<file path="src/rtl/cpu_pkg.sv">
// Shared constants for the pipeline hazard controller: forwarding selects,
// stage indices and scoreboard entry layout helpers.
package cpu_pkg;

  localparam logic [1:0] FWD_REG = 2'b00;
  localparam logic [1:0] FWD_MEM = 2'b01;
  localparam logic [1:0] FWD_WB  = 2'b10;

  localparam int unsigned STAGE_EX  = 2;
  localparam int unsigned STAGE_MEM = 3;

  localparam int unsigned STALL_CNT_W = 3;
  localparam int unsigned SB_FLAG_W   = 2;  // reg_write, is_load
  localparam int unsigned SB_USE_W    = 2;  // uses_rs, uses_rt

  // EX entry: rs, rt, use bits, dst, flags
  function automatic int unsigned sb_ex_w(input int unsigned aw);
    return 3 * aw + SB_USE_W + SB_FLAG_W;
  endfunction

  // MEM entry: dst, flags
  function automatic int unsigned sb_mem_w(input int unsigned aw);
    return aw + SB_FLAG_W;
  endfunction

  // WB entry: dst, reg_write (load flag is dead past MEM)
  function automatic int unsigned sb_wb_w(input int unsigned aw);
    return aw + 1;
  endfunction

endpackage

</file>
<file path="src/rtl/hazard_sb_stage.sv">
// One scoreboard entry: a valid bit plus payload, advanced on enable,
// cleared to a bubble when i_clr is set in an enabled cycle.
module hazard_sb_stage #(
  parameter int unsigned DATA_W = 8
) (
  input  logic              clk,
  input  logic              arst_n,
  input  logic              i_en,
  input  logic              i_clr,
  input  logic              i_valid,
  input  logic [DATA_W-1:0] i_data,
  output logic              o_valid,
  output logic [DATA_W-1:0] o_data
);

  logic              r_valid;
  logic [DATA_W-1:0] r_data;

  always_ff @(posedge clk or negedge arst_n) begin
    if (!arst_n) begin
      r_valid <= 1'b0;
      r_data  <= '0;
    end else if (i_en) begin
      if (i_clr) begin
        r_valid <= 1'b0;
        r_data  <= '0;
      end else begin
        r_valid <= i_valid;
        r_data  <= i_data;
      end
    end
  end

  assign o_valid = r_valid;
  assign o_data  = r_data;

endmodule

</file>
<file path="src/rtl/hazard_ctrl.sv">
// Hazard, forwarding and flush controller for the 5-stage core. Tracks
// in-flight writers for EX/MEM/WB and derives stalls, flushes and fwd selects.
module hazard_ctrl
  import cpu_pkg::*;
#(
  parameter int unsigned REG_ADDR_W   = 5,
  parameter int unsigned BRANCH_STAGE = 3,
  parameter int unsigned LOAD_LAT     = 1,
  parameter int unsigned FWD_EN       = 1,
  parameter int unsigned PERF_W       = 16
) (
  input  logic                  clk,
  input  logic                  arst_n,
  input  logic                  enable,
  input  logic                  id_valid,
  input  logic [REG_ADDR_W-1:0] id_rs,
  input  logic [REG_ADDR_W-1:0] id_rt,
  input  logic                  id_uses_rs,
  input  logic                  id_uses_rt,
  input  logic [REG_ADDR_W-1:0] id_dst,
  input  logic                  id_reg_write,
  input  logic                  id_mem_read,
  input  logic                  redirect,
  output logic                  pc_en,
  output logic                  if_id_en,
  output logic                  if_id_flush,
  output logic                  id_ex_flush,
  output logic                  ex_mem_flush,
  output logic [1:0]            fwd_a,
  output logic [1:0]            fwd_b,
  output logic [PERF_W-1:0]     stall_cnt,
  output logic [PERF_W-1:0]     flush_cnt
);

  localparam int unsigned EX_W  = sb_ex_w(REG_ADDR_W);
  localparam int unsigned MEM_W = sb_mem_w(REG_ADDR_W);
  localparam int unsigned WB_W  = sb_wb_w(REG_ADDR_W);

  logic [EX_W-1:0]        w_ex_data;
  logic [MEM_W-1:0]       w_mem_data;
  logic [WB_W-1:0]        w_wb_data;
  logic                   w_ex_valid, w_mem_valid, w_wb_valid;
  logic [REG_ADDR_W-1:0]  w_ex_rs, w_ex_rt, w_ex_dst, w_mem_dst, w_wb_dst;
  logic                   w_ex_uses_rs, w_ex_uses_rt, w_ex_rw, w_ex_ld;
  logic                   w_mem_rw, w_mem_ld, w_wb_rw;
  logic                   w_hit_ex, w_hit_mem, w_hit_wb;
  logic                   w_load_use, w_raw_nf, w_stall;
  logic                   w_ex_clr, w_mem_clr;
  logic [1:0]             w_fwd_a, w_fwd_b;
  logic [STALL_CNT_W-1:0] r_lat_cnt;
  logic [PERF_W-1:0]      r_stall_cnt, r_flush_cnt;

  function automatic logic src_hit(input logic v, input logic use_src,
                                   input logic [REG_ADDR_W-1:0] src,
                                   input logic pv, input logic pw,
                                   input logic [REG_ADDR_W-1:0] pdst);
    return v && use_src && (src != '0) && pv && pw && (src == pdst);
  endfunction

  assign w_ex_clr  = redirect || w_stall;
  assign w_mem_clr = redirect && (BRANCH_STAGE == STAGE_MEM);

  hazard_sb_stage #(.DATA_W(EX_W)) u_sb_ex (
    .clk(clk), .arst_n(arst_n), .i_en(enable), .i_clr(w_ex_clr), .i_valid(id_valid),
    .i_data({id_rs, id_rt, id_uses_rs, id_uses_rt, id_dst, id_reg_write, id_mem_read}),
    .o_valid(w_ex_valid), .o_data(w_ex_data)
  );

  hazard_sb_stage #(.DATA_W(MEM_W)) u_sb_mem (
    .clk(clk), .arst_n(arst_n), .i_en(enable), .i_clr(w_mem_clr), .i_valid(w_ex_valid),
    .i_data({w_ex_dst, w_ex_rw, w_ex_ld}), .o_valid(w_mem_valid), .o_data(w_mem_data)
  );

  hazard_sb_stage #(.DATA_W(WB_W)) u_sb_wb (
    .clk(clk), .arst_n(arst_n), .i_en(enable), .i_clr(1'b0), .i_valid(w_mem_valid),
    .i_data({w_mem_dst, w_mem_rw}), .o_valid(w_wb_valid), .o_data(w_wb_data)
  );

  assign {w_ex_rs, w_ex_rt, w_ex_uses_rs, w_ex_uses_rt, w_ex_dst, w_ex_rw, w_ex_ld} = w_ex_data;
  assign {w_mem_dst, w_mem_rw, w_mem_ld} = w_mem_data;
  assign {w_wb_dst, w_wb_rw} = w_wb_data;

  // ID source against each in-flight writer
  assign w_hit_ex  = src_hit(id_valid, id_uses_rs, id_rs, w_ex_valid, w_ex_rw, w_ex_dst)
                   | src_hit(id_valid, id_uses_rt, id_rt, w_ex_valid, w_ex_rw, w_ex_dst);
  assign w_hit_mem = src_hit(id_valid, id_uses_rs, id_rs, w_mem_valid, w_mem_rw, w_mem_dst)
                   | src_hit(id_valid, id_uses_rt, id_rt, w_mem_valid, w_mem_rw, w_mem_dst);
  assign w_hit_wb  = src_hit(id_valid, id_uses_rs, id_rs, w_wb_valid, w_wb_rw, w_wb_dst)
                   | src_hit(id_valid, id_uses_rt, id_rt, w_wb_valid, w_wb_rw, w_wb_dst);

  assign w_load_use = (FWD_EN != 0) && w_hit_ex && w_ex_ld;
  assign w_raw_nf   = (FWD_EN == 0) && (w_hit_ex || w_hit_mem || w_hit_wb);
  assign w_stall    = (r_lat_cnt != '0) || w_load_use || w_raw_nf;

  // MEM carries alu_out, so a load there is never a forwarding source
  always_comb begin
    w_fwd_a = FWD_REG;
    w_fwd_b = FWD_REG;
    if (FWD_EN != 0) begin
      if (src_hit(w_ex_valid, w_ex_uses_rs, w_ex_rs, w_mem_valid, w_mem_rw && !w_mem_ld, w_mem_dst))
        w_fwd_a = FWD_MEM;
      else if (src_hit(w_ex_valid, w_ex_uses_rs, w_ex_rs, w_wb_valid, w_wb_rw, w_wb_dst))
        w_fwd_a = FWD_WB;
      if (src_hit(w_ex_valid, w_ex_uses_rt, w_ex_rt, w_mem_valid, w_mem_rw && !w_mem_ld, w_mem_dst))
        w_fwd_b = FWD_MEM;
      else if (src_hit(w_ex_valid, w_ex_uses_rt, w_ex_rt, w_wb_valid, w_wb_rw, w_wb_dst))
        w_fwd_b = FWD_WB;
    end
  end

  assign fwd_a = w_fwd_a;
  assign fwd_b = w_fwd_b;

  // Pipeline enables and flushes; redirect outranks any stall
  always_comb begin
    pc_en        = 1'b1;
    if_id_en     = 1'b1;
    if_id_flush  = 1'b0;
    id_ex_flush  = 1'b0;
    ex_mem_flush = 1'b0;
    if (arst_n) begin
      if (!enable) begin
        pc_en    = 1'b0;
        if_id_en = 1'b0;
      end else if (redirect) begin
        if_id_flush  = 1'b1;
        id_ex_flush  = 1'b1;
        ex_mem_flush = (BRANCH_STAGE == STAGE_MEM);
      end else if (w_stall) begin
        pc_en       = 1'b0;
        if_id_en    = 1'b0;
        id_ex_flush = 1'b1;
      end
    end
  end

  // Remaining load-latency stall cycles after the detection cycle
  always_ff @(posedge clk or negedge arst_n) begin
    if (!arst_n) begin
      r_lat_cnt <= '0;
    end else if (enable) begin
      if (redirect)
        r_lat_cnt <= '0;
      else if (r_lat_cnt != '0)
        r_lat_cnt <= r_lat_cnt - STALL_CNT_W'(1);
      else if (w_load_use)
        r_lat_cnt <= STALL_CNT_W'(LOAD_LAT - 1);
    end
  end

  always_ff @(posedge clk or negedge arst_n) begin
    if (!arst_n) begin
      r_stall_cnt <= '0;
      r_flush_cnt <= '0;
    end else if (enable) begin
      if (!redirect && w_stall && (r_stall_cnt != '1))
        r_stall_cnt <= r_stall_cnt + PERF_W'(1);
      if (redirect && (r_flush_cnt != '1))
        r_flush_cnt <= r_flush_cnt + PERF_W'(1);
    end
  end

  assign stall_cnt = r_stall_cnt;
  assign flush_cnt = r_flush_cnt;

endmodule

</file>
<file path="config.mk">
export PLATFORM = sky130hd
export DESIGN_NAME = hazard_ctrl
export DESIGN_NICKNAME = d
export VERILOG_FILES = /design/src/rtl/cpu_pkg.sv /design/src/rtl/hazard_sb_stage.sv /design/src/rtl/hazard_ctrl.sv
export SDC_FILE = /design/constraint.sdc
export NUM_CORES = 1
export LEC_CHECK = 0
export CAP_MARGIN = 15
export CELL_PAD_IN_SITES_DETAIL_PLACEMENT = 1
export CELL_PAD_IN_SITES_GLOBAL_PLACEMENT = 2
export CORE_ASPECT_RATIO = 1.25
export CORE_MARGIN = 3
export CORE_UTILIZATION = 33
export DETAILED_ROUTE_END_ITERATION = 10
export GPL_TIMING_DRIVEN = 0
export PLACE_DENSITY = 0.78
export SYNTH_ARGS = -nofsm -noshare
export SYNTH_HDL_FRONTEND = slang
export SYNTH_HIERARCHICAL = 1
export SYNTH_SLANG_ARGS = --single-unit
</file>
<file path="constraint.sdc">
create_clock -name clk -period 2.75 [get_ports clk]
set_input_delay 0.55 -clock clk [delete_from_list [all_inputs] [get_ports clk]]
set_output_delay 0.55 -clock clk [all_outputs]
set_load 0.05 [all_outputs]
</file>
# After elaboration in Yosys (flattened, before gate mapping)
# Index checks and enable logic that the tools add are counted.
[classes] addsub=3 eq_ne=8 n_mux=22 n_bitwise=1 n_reduce_logical=44
[ops] operator="16-bit by 1-bit adder with 16-bit output (second input constant)" n=2
[ops] operator="16-bit inequality test (second input constant)" n=2
[ops] operator="1-bit logical AND" n=31
[ops] operator="5-bit equality test" n=6
[ops] operator="5-bit nonzero test" n=4
[ops] operator="19-bit two-way mux" n=1
[ops] operator="1-bit two-way mux" n=13
[ops] operator="3-bit two-way mux" n=3
[ops] operator="2-bit two-way mux" n=4
[ops] operator="7-bit two-way mux" n=1
[ops] operator="2-bit AND reduction" n=3
[ops] operator="3-bit nonzero test" n=2
[ops] operator="3-bit by 1-bit subtractor with 3-bit output (second input constant)" n=1
[ops] operator="1-bit logical NOT" n=2
[ops] operator="1-bit logical OR" n=2
[ops] operator="1-bit OR" n=1
[totals] regBits=70 input_bits=24 elab_cells=87

# Longest topological paths before layout
# Gate-level depths: netlist of the first run.
[depth] depth_word=12 depth_mapped=10

# Cells and area by module
# Netlist of the first run, hierarchy kept.
[by_module_without_submodules] mod="hazard_ctrl" instances=1 cells_per_inst=223 area_per_inst_um2=2212.1
[by_module_without_submodules] mod="hazard_sb_stage (u_sb_ex)" instances=1 cells_per_inst=86 area_per_inst_um2=858.3
[by_module_without_submodules] mod="hazard_sb_stage (u_sb_mem)" instances=1 cells_per_inst=33 area_per_inst_um2=341.6
[by_module_without_submodules] mod="hazard_sb_stage (u_sb_wb)" instances=1 cells_per_inst=29 area_per_inst_um2=300.3

# Worst setup path after synthesis of the first run
# No wires, ideal clock.
[synth_path] path_type="reg2out" start="reg u_sb_ex.r_data[14] (netlist: u_sb_ex/o_data[14])" end="out fwd_a[1]" arrival_ns=2.942 slack_ns=-0.742 stages_incl_launch_ff=5 n_path_buf=0 cell_sequence="dfrtp_1 xnor2_1 nand4_1 nor4_1 nor3_1"
[synth_via] elab_chain_len=7 word_cells_on_any_way=12
[synth_rtl] element="start: declaration" line_no="hazard_sb_stage.sv:17" text="logic [DATA_W-1:0] r_data;"
[synth_rtl] element="start signal: assignment" line_no="hazard_sb_stage.sv:29" text="r_data <= i_data;"
[synth_rtl] element="5-bit nonzero test" line_no="hazard_ctrl.sv:57" text="return v && use_src && (src != '0) && pv && pw && (src == pdst);"
[synth_rtl] element="1-bit logical AND (4 in series)" line_no="hazard_ctrl.sv:57"
[synth_rtl] element="2-bit two-way mux" line_no="hazard_ctrl.sv:102" text="else if (src_hit(w_ex_valid, w_ex_uses_rs, w_ex_rs, w_wb_valid, w_wb_rw, w_wb_dst))"
[synth_rtl] element="2-bit two-way mux *" line_no="hazard_ctrl.sv:100" text="if (src_hit(w_ex_valid, w_ex_uses_rs, w_ex_rs, w_mem_valid, w_mem_rw && !w_mem_ld, w_mem_dst))"
[synth_rtl] element="end: declaration" line_no="hazard_ctrl.sv:29" text="output logic [1:0] fwd_a,"
# Every way passes the cells marked *; elsewhere a longest branch is shown, timed or not.

# Final worst setup path of the first run
[layout_path] start="reg u_sb_ex.r_data[2] (netlist: u_sb_ex/o_data[2])" end="out pc_en"
[layout_via] elab_chain_len=9 word_cells_on_any_way=11
[layout_rtl] element="5-bit equality test" line_no="hazard_ctrl.sv:57"
[layout_rtl] element="1-bit logical AND" line_no="hazard_ctrl.sv:57"
[layout_rtl] element="1-bit OR *" line_no="hazard_ctrl.sv:85" text="| src_hit(id_valid, id_uses_rt, id_rt, w_ex_valid, w_ex_rw, w_ex_dst);"
[layout_rtl] element="1-bit logical AND *" line_no="hazard_ctrl.sv:91" text="assign w_load_use = (FWD_EN != 0) && w_hit_ex && w_ex_ld;"
[layout_rtl] element="1-bit logical OR *" line_no="hazard_ctrl.sv:93" text="assign w_stall = (r_lat_cnt != '0) || w_load_use || w_raw_nf;"
[layout_rtl] element="1-bit two-way mux *" line_no="hazard_ctrl.sv:129" text="end else if (w_stall) begin"
[layout_rtl] element="1-bit two-way mux *" line_no="hazard_ctrl.sv:125" text="end else if (redirect) begin"
[layout_rtl] element="1-bit two-way mux *" line_no="hazard_ctrl.sv:122" text="if (!enable) begin"
[layout_rtl] element="1-bit two-way mux *" line_no="hazard_ctrl.sv:121" text="if (arst_n) begin"
[layout_rtl] element="end: declaration" line_no="hazard_ctrl.sv:24" text="output logic pc_en,"
# Marked as above.

==> results.yml, run 1 <==
timing:
  finalMaxSlewViolations: 0
  finalCritPeriodShare: 1.011
  tightest_slew_ns: 0.6622
  max_slew_margin: 0.5585
  hold_violations: 0
  setup_viol: 1
  max_clock_freq_ghz: 0.3598
  fin_ws_ns: -0.02968
  hold_ws_ns: 0.03802
  rsz0062_at_grt: "yes"
  layout_min_cycle_time_ns: 2.780
  fin_skew_ns: 0.006190
place:
  place_congestion: 0.7762
  dp_hpwl_um: 7162
  place_inst: 574
  io_buffers: 64
critical_path:
  required_ns: 2.20
  cp-end-kind: "output port"
  critical_path_class: "reg -> out"
  cp_slowest_cell: "dfrtp_2"
  r2r-start: "u_sb_ex/o_data[2]$_DFFE_PN0P_"
  r2r_slack_ns: 0.55
  cp_data_arrival_time_ns: 2.23
  crit_chain: "xor2_2 -> nor4_4 -> o2111ai_2 -> and3_4 -> clkbuf_16 -> o21ai_4 -> nand2_2 -> buf_6 -> buf_8"
  cp-start-kind: "flop"
  worstPathMaxFanout: 6
  crit_start: "u_sb_ex/o_data[2]$_DFFE_PN0P_"
  cpPeakStageDelay_ns: 0.44
logic_synthesis:
  yosysMostFrequentCell: "dfrtp_1"
  synth_flop_cell: "dfrtp_1"
  synth_top_cell_by_area: "dfrtp_1"
  seq_area_frac_synth: 0.4719
  synth_top_area_frac: 0.4719
  synth.distinct_cells: 42
  ys_seq_elements: 70
  yosys_warnings: 6
  synth_common_cells: "dfrtp_1, inv_1, nand3b_1"
  netlist_instances: 371
  netlist_area_um2: 3712
  async_reset_ff_frac: 1.000
  synth_edf_count: 0
  synthTopCellsByArea: "dfrtp_1, xor2_1, nand3b_1, xnor2_1, inv_1"
  syn_avg_cell_area_um2: 10.01
floorplanning:
  fp.dieH_um: 124.6
  io_pins: 65
  rows: 42
  die_area_um2: 12570
  core_um2: 10770
  die_x_um: 100.9
  start_util: 0.3446
cells_and_area:
  final_cells: 605
  fin_nets: 496
  drive_gt1_frac: 0.1712
  diodes: 0
  syn2layout_area_growth_pct: 36.06
status:
  violations: "setup timing"
  status: "finished, violations left"
drt:
  drt_pass1_iterations: 4
  drt_iter0_markers: 80
  wirelength_um: 10080
  wl_per_cell_um: 16.65
  drc: 0
  viasPerCell: 4.967
  routed-via-count: 3005
  ant_nets: 0
clocking:
  htreeDepth: 3
  numCtsBuffers: 9
  clock_latency_ns: 0.33
  cts_tree: "done"
  clock_path_buffers: 2
  cts-root-buf: "clkbuf_16"
  cts_sinks: 70
  clk_pin_slew_ns: 0.06
power_and_ir_drop:
  total_power_mw: 3.620
  p_leak_nw: 2.276
  ir_worst_vdd_mv: 0.7737
  power_density_nw_per_um2: 716.6
global_route:
  overflow: 0
  grt_pass1_vias: 3309
  grt_max_degree: 67
  grt_pass1_wl_um: 17060
  grtUsageTotal: 0.1713
  grt_antenna_before_repair: 0
worst_hold_path:
  hold_path.class: "in -> async"
job:
  drv_cap: 0
## flip-flops by register name, indices dropped and copies added, names as in the netlist
register          cells
u_sb_wb/o_valid       1
r_lat_cnt             3
u_sb_ex/o_data       19
flush_cnt            16
u_sb_mem/o_valid      1
u_sb_wb/o_data        6
u_sb_mem/o_data       7
u_sb_ex/o_valid       1
stall_cnt            16
## cell type report
class	instances	area, um^2
fill	1233	5722
clock inverter	5	33.78
clock buffer	11	252.7
multi-input combinational	247	1784
inverter	43	161.4
tap	132	165.2
sequential	70	1755
timing repair buffer	80	762.0
buffer	17	136.4
## critical path: cells and delay by family (launching register included)
family / cells / cell delay, ns
and+or+nand+nor: 3 / 0.59
buffers and inverters: 3 / 0.44
xor gates and xnor gates: 1 / 0.17
DFF: 1 / 0.44
AOI/OAI and AO/OA: 2 / 0.28
## worst paths after layout
check,cells after the start,endpoint
max,9,pc_en
min,1,u_sb_wb/o_data[4]$_DFFE_PN0P_
max reg2reg,7,stall_cnt[1]$_DFFE_PN0P_
min reg2reg,1,stall_cnt[13]$_DFFE_PN0P_
max in group asynchronous,2,u_sb_ex/o_data[6]$_DFFE_PN0P_
min in group clk,1,stall_cnt[13]$_DFFE_PN0P_
## kinds of logic after synthesis
logic type	share of synthesized area
AOI/OAI and AO/OA	0.07583
xor gates and xnor gates	0.1368
adders and majority gates	0.01348
buffers and inverters	0.07246
DFF	0.4719
muxes	0.007076
other	0.001010
and+or+nand+nor	0.2214
## layer usage
metal,wire length [um],track usage
met1,4239,0.2096
met2,5349,0.2943
met3,277,0.03417
met4,208,0.06027
met5,0,0
## where the power goes
part	leakage (nW)	total (mW)	internal, mW	switching (mW)
Combinational	1.20	1.15	0.508	0.645
Sequential	0.937	1.37	1.18	0.193
Clock	0.138	1.10	0.657	0.439
## repair_timing
item | 4_1_cts | 5_1_grt
pin swaps | 8 | 2
resized for setup | 74 | 13
hold buffers | 0 | 0
setup buffers | 7 | 8
setup endpoints to repair | 17 | 8
## cells in the final DEF (no fill, tap or decap), types with 10 or more instances in the layout
cell | synthesis | layout
dfrtp_1 | 70 | 67
inv_1 | 43 | 43
clkdlybuf4s50_1 | 0 | 42
nand3b_1 | 36 | 36
xor2_1 | 34 | 33
o21ai_0 | 31 | 30
xnor2_1 | 24 | 24
buf_4 | 3 | 18
nand2_1 | 16 | 15
nand4_1 | 14 | 14
clkbuf_16 | 0 | 10
## metrics by stage
step	setup slack, ns	area (um^2)	utilization	setup TNS (ns)
after CTS	-0.08045	4979	0.4621	-0.08045
after detailed placement	-1.287	4586	0.4257	-14.99
after global routing	-0.1296	5051	0.4689	-0.2128
after global placement	-2.706	4561	0.4233	-127.61
final	-0.02968	5051	0.4689	-0.02968
after floorplan	-0.2549	3755	-	-0.2549
Power figures use the tool's default switching activity.
==> inputs of run 2 (changes only) <==
--- a/config.mk
+++ b/config.mk
@@ -14,6 +14,7 @@
 export DETAILED_ROUTE_END_ITERATION = 10
 export GPL_TIMING_DRIVEN = 0
 export PLACE_DENSITY = 0.78
+export SKIP_LAST_GASP = 1
 export SYNTH_ARGS = -nofsm -noshare
 export SYNTH_HDL_FRONTEND = slang
 export SYNTH_HIERARCHICAL = 1
==> results.yml, run 2 (synthesized netlist as in run 1, its figures left out) <==
timing:
  fin_ws_ns: -0.04144
  max_slew_margin: 0.5585
  fin_skew_ns: 0.006190
  rsz0062_at_grt: "yes"
  setup_viol: 1
  finalCritPeriodShare: 1.015
  tightest_slew_ns: 0.6622
  hold_ws_ns: 0.03802
  layout_min_cycle_time_ns: 2.791
  max_clock_freq_ghz: 0.3582
  hold_violations: 0
  finalMaxSlewViolations: 0
floorplanning:
  start_util: 0.3446
  die_x_um: 100.9
  rows: 42
  die_area_um2: 12570
  core_um2: 10770
  io_pins: 65
  fp.dieH_um: 124.6
clocking:
  clock_path_buffers: 2
  clock_latency_ns: 0.33
  cts-root-buf: "clkbuf_16"
  hold_buffers: 0
  cts_tree: "done"
  numCtsBuffers: 9
  htreeDepth: 3
  clk_pin_slew_ns: 0.06
  cts_sinks: 70
critical_path:
  cp-start-kind: "flop"
  worstPathMaxFanout: 6
  critical_path_class: "reg -> out"
  cp-end-kind: "output port"
  cp_data_arrival_time_ns: 2.24
  required_ns: 2.20
power_and_ir_drop:
  p_sw_frac: 0.3528
  ir_worst_vdd_mv: 0.7737
  p_leak_nw: 2.276
  power_density_nw_per_um2: 717.3
  p_clk_frac: 0.303
  intPower_mw: 2.341
  switching_power_mw: 1.276
  combPwrFrac: 0.318
  total_power_mw: 3.617
  seq_power_share: 0.379
drt:
  wirelength_um: 10070
  drt_pass1_iterations: 4
  ant_nets: 0
  drc: 0
  routed-via-count: 3005
  drt_iter0_markers: 81
  viasPerCell: 4.967
  wl_per_cell_um: 16.65
global_route:
  grtUsageTotal: 0.1713
  grt_antenna_before_repair: 0
  overflow: 0
  grt_pass1_vias: 3309
  grt_pass1_wl_um: 17060
  grt_max_degree: 67
cells_and_area:
  final_common_cell: "dfrtp_1"
  fillers: 1230
  seq_area_um2: 1755
  final_cell_area_um2: 5042
  syn2layout_area_growth_pct: 35.83
  drive_gt1_frac: 0.1712
  multi_input_area_um2: 1784
  largest_reg_flops: 19
  diodes: 0
  fin_nets: 496
  final_cell_mix: "dfrtp_1, inv_1, clkdlybuf4s50_1, nand3b_1, xor2_1"
  final_cells: 605
place:
  place_congestion: 0.7762
  placed_area_um2: 4586
  io_buffers: 64
  dp_hpwl_um: 7162
  place_inst: 574
worst_hold_path:
  hold_path.class: "in -> async"
job:
  drv_cap: 0
status:
  status: "finished, violations left"
  violations: "setup timing"
==> run 2: cell types whose count changed in the layout (fill, tap and decap cells not counted) <==
cell / change
buf_4: +1
buf_8: -1
clkdlybuf4s15_1: -1
dlygate4sd2_1: +1
==> run 2: worst max-delay path: stages, from the launching register on <==
cell and delay [ns]:
dfrtp_2 0.44, xor2_2 0.17, nor4_4 0.28, o2111ai_2 0.16, and3_4 0.21, clkbuf_16 0.16, o21ai_4 0.12, nand2_2 0.09
buf_4 0.16, buf_6 0.14
==> run 2: path summary, 6_finish.rpt <==
path	start	end	depth (start not counted)	slack, ns
max in group asynchronous	arst_n	u_sb_ex/o_data[6]$_DFFE_PN0P_	2	2.14
hold / removal	arst_n	u_sb_wb/o_data[4]$_DFFE_PN0P_	1	0.04
min in group clk	stall_cnt[13]$_DFFE_PN0P_	stall_cnt[13]$_DFFE_PN0P_	1	0.49
setup / recovery	u_sb_ex/o_data[2]$_DFFE_PN0P_	pc_en	9	-0.04
setup reg to reg	u_sb_ex/o_data[2]$_DFFE_PN0P_	stall_cnt[1]$_DFFE_PN0P_	7	0.55
hold reg to reg	stall_cnt[13]$_DFFE_PN0P_	stall_cnt[13]$_DFFE_PN0P_	1	0.49
==> run 2: final cells by class <==
cell class / instances / area share
buffer: 17 / 0.02630
clock buffer: 11 / 0.05012
clock inverter: 5 / 0.006700
inverter: 43 / 0.03201
multi-input combinational: 247 / 0.3538
sequential: 70 / 0.3481
tap: 132 / 0.03275
timing repair buffer: 80 / 0.1501
==> run 2: power groups by stage <==
stage | Combinational (mW) | Sequential [mW] | Clock [mW]
detailed placement | 1.01 | 1.40 | 0
floorplan | 0.444 | 1.58 | 0
global route | 1.25 | 1.40 | 1.19
finish | 1.15 | 1.37 | 1.10
CTS | 1.10 | 1.38 | 1.13
global placement | 0.994 | 1.39 | 0
==> run 2: per-stage QoR <==
step	worst slack (ns)	TNS, ns	utilization
5_1_grt	-0.1407	-0.2161	0.4681
4_1_cts	-0.09923	-0.09923	0.4617
3_5_place_dp	-1.287	-14.99	0.4257
2_1_floorplan	-0.2549	-0.2549	-
3_3_place_gp	-2.706	-127.61	0.4233
6_report	-0.04144	-0.04144	0.4681
==> run 2: what timing repair did <==
item / in CTS / in global routing
gates resized for setup: 72 / 12
gates cloned: 0 / 0
buffers inserted: 7 / 8
setup endpoints to repair: 17 / 8
pin swaps: 8 / 2
==> run 2: metal layers <==
layer | up-vias | routed length, um | GRT usage
li1 | 1462 | - | -
met1 | 1481 | 4237 | 0.2096
met2 | 48 | 5349 | 0.2943
met3 | 14 | 278 | 0.03417
met4 | 0 | 208 | 0.06027
met5 | - | 0 | 0
